## src/rtl/fpmul_pipe.sv

```systemverilog
// Pipelined IEEE-754 multiplier (DAZ/FTZ, RNE) with valid/ready stream.
// One global enable stalls every rank under output backpressure.
module fpmul_pipe #(
  parameter int EW    = 8,
  parameter int MW    = 23,
  parameter int TAG_W = 4
) (
  input  logic             clk,
  input  logic             rst,
  input  logic             in_valid,
  output logic             in_ready,
  input  logic [EW+MW:0]   in_a,
  input  logic [EW+MW:0]   in_b,
  input  logic [TAG_W-1:0] in_tag,
  output logic             out_valid,
  input  logic             out_ready,
  output logic [EW+MW:0]   out_p,
  output logic [TAG_W-1:0] out_tag,
  output logic [4:0]       out_flags
);

  localparam int W  = 1 + EW + MW;
  localparam int PW = 2 * (MW + 1);
  localparam int EE = EW + 2;
  localparam logic [EE-1:0] BIAS = EE'((1 << (EW - 1)) - 1);
  localparam logic [EE-2:0] EMAX = (EE - 1)'((1 << EW) - 1);

  typedef struct packed {
    logic             sgn;
    logic             nv;
    logic             inf;
    logic             zero;
    logic [PW-1:0]    prod;
    logic [EE-1:0]    e;
    logic [TAG_W-1:0] tag;
  } s1_t;

  typedef struct packed {
    logic             sgn;
    logic             nv;
    logic             inf;
    logic             zero;
    logic             ovf;
    logic             unf;
    logic             inx;
    logic [EW-1:0]    e;
    logic [MW-1:0]    f;
    logic [TAG_W-1:0] tag;
  } s2_t;

  logic             en;
  logic             v0, v1, v2;
  logic [W-1:0]     a0, b0;
  logic [TAG_W-1:0] t0;
  s1_t              s1_d, s1_q;
  s2_t              s2_d, s2_q;

  assign en       = ~out_valid | out_ready;
  assign in_ready = en;

  logic [EW-1:0] ea, eb;
  logic [MW-1:0] fa, fb;
  logic          za, zb, ia, ib, na, nb;

  assign ea = a0[W-2 -: EW];
  assign eb = b0[W-2 -: EW];
  assign fa = a0[MW-1:0];
  assign fb = b0[MW-1:0];
  assign za = (ea == '0);
  assign zb = (eb == '0);
  assign ia = (&ea) & (fa == '0);
  assign ib = (&eb) & (fb == '0);
  assign na = (&ea) & (|fa);
  assign nb = (&eb) & (|fb);

  always_comb begin
    s1_d      = '0;
    s1_d.sgn  = a0[W-1] ^ b0[W-1];
    s1_d.nv   = na | nb | (ia & zb) | (ib & za);
    s1_d.inf  = ia | ib;
    s1_d.zero = za | zb;
    s1_d.prod = PW'({1'b1, fa}) * PW'({1'b1, fb});
    s1_d.e    = EE'(ea) + EE'(eb) - BIAS;
    s1_d.tag  = t0;
  end

  logic          hi, g, st, inc;
  logic [PW-1:0] nrm;
  logic [EE-1:0] e_pre, e_fin;
  logic [MW:0]   rnd;

  // Normalise so the leading one sits at the product MSB.
  always_comb begin
    hi    = s1_q.prod[PW-1];
    nrm   = hi ? s1_q.prod : (s1_q.prod << 1);
    e_pre = hi ? (s1_q.e + EE'(1)) : s1_q.e;
    g     = nrm[PW-2-MW];
    st    = |nrm[PW-3-MW:0];
    inc   = g & (st | nrm[PW-1-MW]);
    rnd   = {1'b0, nrm[PW-2 -: MW]} + (MW + 1)'(inc);
    e_fin = e_pre + EE'(rnd[MW]);
    s2_d      = '0;
    s2_d.sgn  = s1_q.sgn;
    s2_d.nv   = s1_q.nv;
    s2_d.inf  = s1_q.inf;
    s2_d.zero = s1_q.zero;
    s2_d.ovf  = ~e_fin[EE-1] & (e_fin[EE-2:0] >= EMAX);
    s2_d.unf  = e_pre[EE-1] | (e_pre == '0);
    s2_d.inx  = g | st;
    s2_d.e    = e_fin[EW-1:0];
    s2_d.f    = rnd[MW-1:0];
    s2_d.tag  = s1_q.tag;
  end

  logic [W-1:0] r_p;
  logic [4:0]   r_f;

  always_comb begin
    r_p = {s2_q.sgn, s2_q.e, s2_q.f};
    r_f = {4'b0000, s2_q.inx};
    if (s2_q.nv) begin
      r_p = {1'b0, {EW{1'b1}}, 1'b1, {(MW - 1){1'b0}}};
      r_f = 5'b10000;
    end else if (s2_q.inf) begin
      r_p = {s2_q.sgn, {EW{1'b1}}, {MW{1'b0}}};
      r_f = 5'b00000;
    end else if (s2_q.zero) begin
      r_p = {s2_q.sgn, {(W - 1){1'b0}}};
      r_f = 5'b00000;
    end else if (s2_q.ovf) begin
      r_p = {s2_q.sgn, {EW{1'b1}}, {MW{1'b0}}};
      r_f = 5'b00101;
    end else if (s2_q.unf) begin
      r_p = {s2_q.sgn, {(W - 1){1'b0}}};
      r_f = 5'b00011;
    end
  end

  always_ff @(posedge clk or posedge rst) begin
    if (rst) begin
      v0        <= 1'b0;
      v1        <= 1'b0;
      v2        <= 1'b0;
      a0        <= '0;
      b0        <= '0;
      t0        <= '0;
      s1_q      <= '0;
      s2_q      <= '0;
      out_valid <= 1'b0;
      out_p     <= '0;
      out_tag   <= '0;
      out_flags <= '0;
    end else if (en) begin
      v0        <= in_valid;
      a0        <= in_a;
      b0        <= in_b;
      t0        <= in_tag;
      v1        <= v0;
      s1_q      <= s1_d;
      v2        <= v1;
      s2_q      <= s2_d;
      out_valid <= v2;
      if (v2) begin
        out_p     <= r_p;
        out_tag   <= s2_q.tag;
        out_flags <= r_f;
      end
    end
  end

endmodule

```

## config.mk

```make
export PLATFORM = sky130hd
export DESIGN_NAME = fpmul_pipe
export DESIGN_NICKNAME = d
export VERILOG_FILES = /design/src/rtl/fpmul_pipe.sv
export SDC_FILE = /design/constraint.sdc
export NUM_CORES = 2
export LEC_CHECK = 0
export CAP_MARGIN = 10
export CORE_ASPECT_RATIO = 1.75
export CORE_MARGIN = 2
export CORE_UTILIZATION = 65
export CTS_BUF_LIST = sky130_fd_sc_hd__clkbuf_8
export DETAILED_ROUTE_END_ITERATION = 10
export PLACE_DENSITY = 0.95
export SYNTH_ARGS = -nofsm -noshare
export SYNTH_HDL_FRONTEND = slang
export SYNTH_SLANG_ARGS = --single-unit
```

## constraint.sdc

```tcl
create_clock -name clk -period 9.1 [get_ports clk]
set_input_delay 1.82 -clock clk [delete_from_list [all_inputs] [get_ports clk]]
set_output_delay 1.82 -clock clk [all_outputs]
set_load 0.02 [all_outputs]
```

* Word-level counts from Yosys, hierarchy flattened
Cells that the tools add are included.
** Cells by class
- $add $sub $neg :: 5
- $mul :: 1
- $lt $le $gt $ge :: 1
- Muxes and demuxes :: 12
- Bitwise operators :: 20
- Reductions and logical operators :: 11
** Operators with widths (count)
- 31-bit two-way mux :: 4
- 23-bit OR reduction :: 3
- 24-bit by 24-bit multiplier with 48-bit output :: 1
- 47-bit two-way mux :: 1
- 23-bit logical NOT :: 2
- 32-bit two-way mux :: 1
- 23-bit by 1-bit adder with 24-bit output :: 1
- 8-bit logical NOT :: 2
- 8-bit AND reduction :: 2
- 10-bit by 1-bit adder with 10-bit output :: 1
- 10-bit by 1-bit adder with 10-bit output, second input constant :: 1
- 10-bit logical NOT :: 1
- 10-bit two-way mux :: 1
- 9-bit by 7-bit subtractor with 10-bit output, second input constant :: 1
- 8-bit by 8-bit adder with 9-bit output :: 1
- 9-bit by 8-bit greater-or-equal comparator with 1-bit output, second input constant :: 1
- 3-bit two-way mux :: 3
- 1-bit bitwise OR :: 9
- 1-bit bitwise AND :: 8
- 5-bit two-way mux :: 1
- 2-bit two-way mux :: 1
- 1-bit inverter :: 2
- 2-bit AND reduction :: 1
- 1-bit XOR :: 1
** Word-level totals
- Flip-flop bits (word level) :: 221
- Bits of input ports :: 72
- Word-level logic and storage cells :: 77

* Depth between registers and ports, before layout
- Depth after elaboration :: 8
- Depth in mapped cells :: 28

* Least setup slack after synthesis
OpenSTA, ideal clock, no wires.
- Path type :: register to register
- Start :: register b0[4]
- End :: register s1_q[58] (netlist name)
- Library setup time :: 0.095 ns
- Arrival :: 6.721 ns
- Required time :: 9.005 ns
- Path slack :: 2.284 ns
- Stages on the path, launching flop included :: 27
- Cell sequence :: dfrtp_1 clkbuf_1 clkbuf_1 nand2_1 fa_1 inv_1 fa_1 inv_1 fa_1 fa_1 inv_1 fa_1 fa_1 inv_1 fa_1 inv_1 ha_1 clkbuf_1 a21oi_1 o21ai_0 a221oi_1 o211ai_1 a2111oi_4 a31oi_1 o21a_1 o21a_1 o31ai_1
** On the way
- Longest elaborated chain between the ends :: 1
** RTL lines
- from (decl) :: line 53 : logic [W-1:0] a0, b0;
- from (signal assigned) :: line 156 : b0 <= in_b;
- 24-bit by 24-bit multiplier with 48-bit output :: line 82 : s1_d.prod = PW'({1'b1, fa}) * PW'({1'b1, fb});
- to (signal assigned) :: line 147 : s1_q <= '0;
- to (signal assigned) :: line 159 : s1_q <= s1_d;
- to (decl) :: line 55 : s1_t s1_d, s1_q;
Every way passes these cells.
A chain may end at the register's enable or synchronous reset.

* Worst setup path after layout
- Start :: register b0[8]
- End :: register s1_q[58] (netlist name)
Same word-level chain as after synthesis.

==> results.cfg <==
[run_status]
outcome = finished, final reports clean

[logic_synthesis]
synth.most_common_cell = nand2_1
synth_common_cells = nand2_1, inv_1, fa_1
synth-edff-count = 0
yosysWarnings = 0
synth_top_area_cell = fa_1
yosysSeqAreaShare = 0.193
synth.avg_cell_area_um2 = 8.86
synth_top_flop_cell = dfrtp_1
synth_top_area_frac = 0.339
ys_types = 67
syn_nets = 3970
ys_top_cells_by_area = fa_1, dfrtp_1, nand2_1
async_flop_share = 1.00
ys_seq_elements = 220
syn_inst = 3223
synth_area_um2 = 28500

[cts]
clkSinkCount = 220
insertion_delay_ps = 610
cts_made_buffers = 35
cts_setup_buffers = 0
cts_resized = 0
holdBufCountCts = 0
cts_tree = yes
clockBufferDepth = 3
clk_pin_slew_ps = 70
htreeDepth = 2
root_buffer = clkbuf_8

[setup_path]
endpoint = s1_q[58]
cp_max_fo = 18
r2r_slack_ps = 1020
worstSetupEndpointType = flip-flop
setup.worst_path.start_class = flip-flop
crit_start = b0[8]
reg2regPathDepth = 23
r2r-start = b0[8]
required_ps = 9600
rr_endpoint = s1_q[58]
critical_path_class = flip-flop to flip-flop
worstPathArrival_ps = 8580

[floorplan]
coreArea_um2 = 43300
fp.dieH_um = 281
num_io_pins = 115
die-area_um2 = 45700
initial_utilization = 0.659
die_x_um = 162
row_count = 101

[grt]
grt_max_degree = 122
antenna_found_initial = 2
first_global_vias = 25337
grt.overflow.total = 0
track_usage = 0.371
grt_pass1_wl_mm = 129

[detailed_routing]
drcViolationCount = 0
detail_route.iter0.violations = 1958
vias = 23034
drt-total-wl_mm = 81.2
final_antenna_net_count = 0
routed_via_density = 6.00
firstDrtPassIters = 8
wl_per_cell_um = 21.2

[layout]
num-fill-cells = 2857
ff_latch_area_um2 = 5510
multi_input_area_um2 = 20200
drive_gt1_frac = 0.0330
syn_to_final_growth_pct = 8.13
nets = 3991

[sta]
max_slew.worst_pin.slew_ps = 1250
period_needed_ps = 8080
slew_headroom = 0.164
hold_violations = 0
drv_slew = 0
finalSetupViolations = 0
maxClockFrequency_ghz = 0.124
finalCritPeriodShare = 0.888
skew_ps = 73.6
rsz0062_at_grt = false
finalSetupTns_ps = 0

[placed_design]
io_buffers = 113
gp_congestion = 1.04
hpwl_mm = 61.8

[hold_path]
min_from = s1_q[2]
min_path_type = flip-flop to flip-flop

[flow_run]
maxCapViolations = 0
-- per-stage QoR --
stage	setup slack, ps	hold WS [ps]	std cells	area, µm²	utilization
after floorplan	1260	439	3223	28500	-
after global placement	1330	449	3773	30100	0.694
after detailed placement	1270	458	3773	30100	0.694
after CTS	1200	470	3837	30900	0.712
after global routing	694	490	3838	30900	0.712
final	1020	474	3838	30900	0.712
-- critical path, cell delays in order, from the launching register on --
cell and delay (ps):
dfrtp_1 760, clkinv_1 630, nor2_1 300, fa_1 470
fa_1 510, inv_1 50, fa_1 400, fa_1 540
inv_1 50, fa_1 510, fa_1 500, inv_1 60
fa_1 470, inv_1 50, ha_1 350, a21oi_1 250
o21ai_0 160, a221oi_1 330, o211ai_1 240, a2111oi_4 450
a31oi_1 240, o21a_1 240, o21a_1 170, o31ai_1 230
-- sequential cells by signal (all words and copies together), names as in the netlist --
register and count:
out_tag 4, b0 32, t0 4, hi 1, out_p 32, out_valid 1, a0 32, s2_q 42
s1_q 65, v1 1, v0 1, v2 1, out_flags 4
-- kinds of logic after synthesis --
kind of cell,after synthesis,synth area share
simple gates,1157,0.185
buf+inv,757,0.100
fa+ha+maj,675,0.423
compound gates,307,0.0660
flops,220,0.193
xor+xnor,94,0.0288
mux,12,0.00429
other cells,1,0.000131
-- metal layers --
layer | routed length, µm | global-route usage | vias to the layer above | part of all wire
li1 | - | - | 9815 | -
met1 | 25800 | 0.387 | 11188 | 0.32
met2 | 40100 | 0.639 | 1402 | 0.49
met3 | 6780 | 0.0714 | 627 | 0.083
met4 | 8520 | 0.311 | 2 | 0.10
met5 | 13 | 0 | - | 0.00016
-- placed cells by master (no fill, tap or decap), types with 4 or more instances in the layout --
cell               n
nand2_1          643
inv_1            592
fa_1             483
and2_1           250
dfrtp_1          219
ha_1             192
nor2_1           134
clkdlybuf4s50_1  113
a21oi_1          100
o21ai_0           93
xnor2_1           48
xor2_1            46
clkbuf_8          41
buf_4             41
nand3_1           29
nand4_1           26
nor4_1            24
a22o_1            23
a21o_1            18
a31oi_1           11
mux2i_1           10
a211oi_1           9
nor3_1             9
and3_1             9
o21bai_1           8
nor2b_1            7
o31ai_1            7
o21a_1             7
nand2b_1           6
o211ai_1           4
bufinv_16          4
-- worst min-delay path by stage --
stage	endpoint	slack (ps)	cells past startpoint
after floorplan	out_tag[0]	440	2
after global placement	s1_q[0]	450	2
after detailed placement	out_tag[0]	460	2
after CTS	out_p[14]	470	1
after global routing	v1	490	2
final	s2_q[2]	470	2
-- final cells by class --
| type | count | share of cell area |
|---|---|---|
| Inverter | 587 | 0.0718 |
| Multi-Input combinational cell | 2246 | 0.654 |
| Sequential cell | 220 | 0.178 |
| Clock buffer | 41 | 0.0183 |
| Antenna cell | 1 | 0.0000811 |
| Timing Repair Buffer | 154 | 0.0466 |
| Tap cell | 566 | 0.0229 |
| Clock inverter | 23 | 0.00750 |
Power is left out: the tool's default activity adds up to more than one toggle a clock period on the data nets, which glitch-free logic cannot reach.
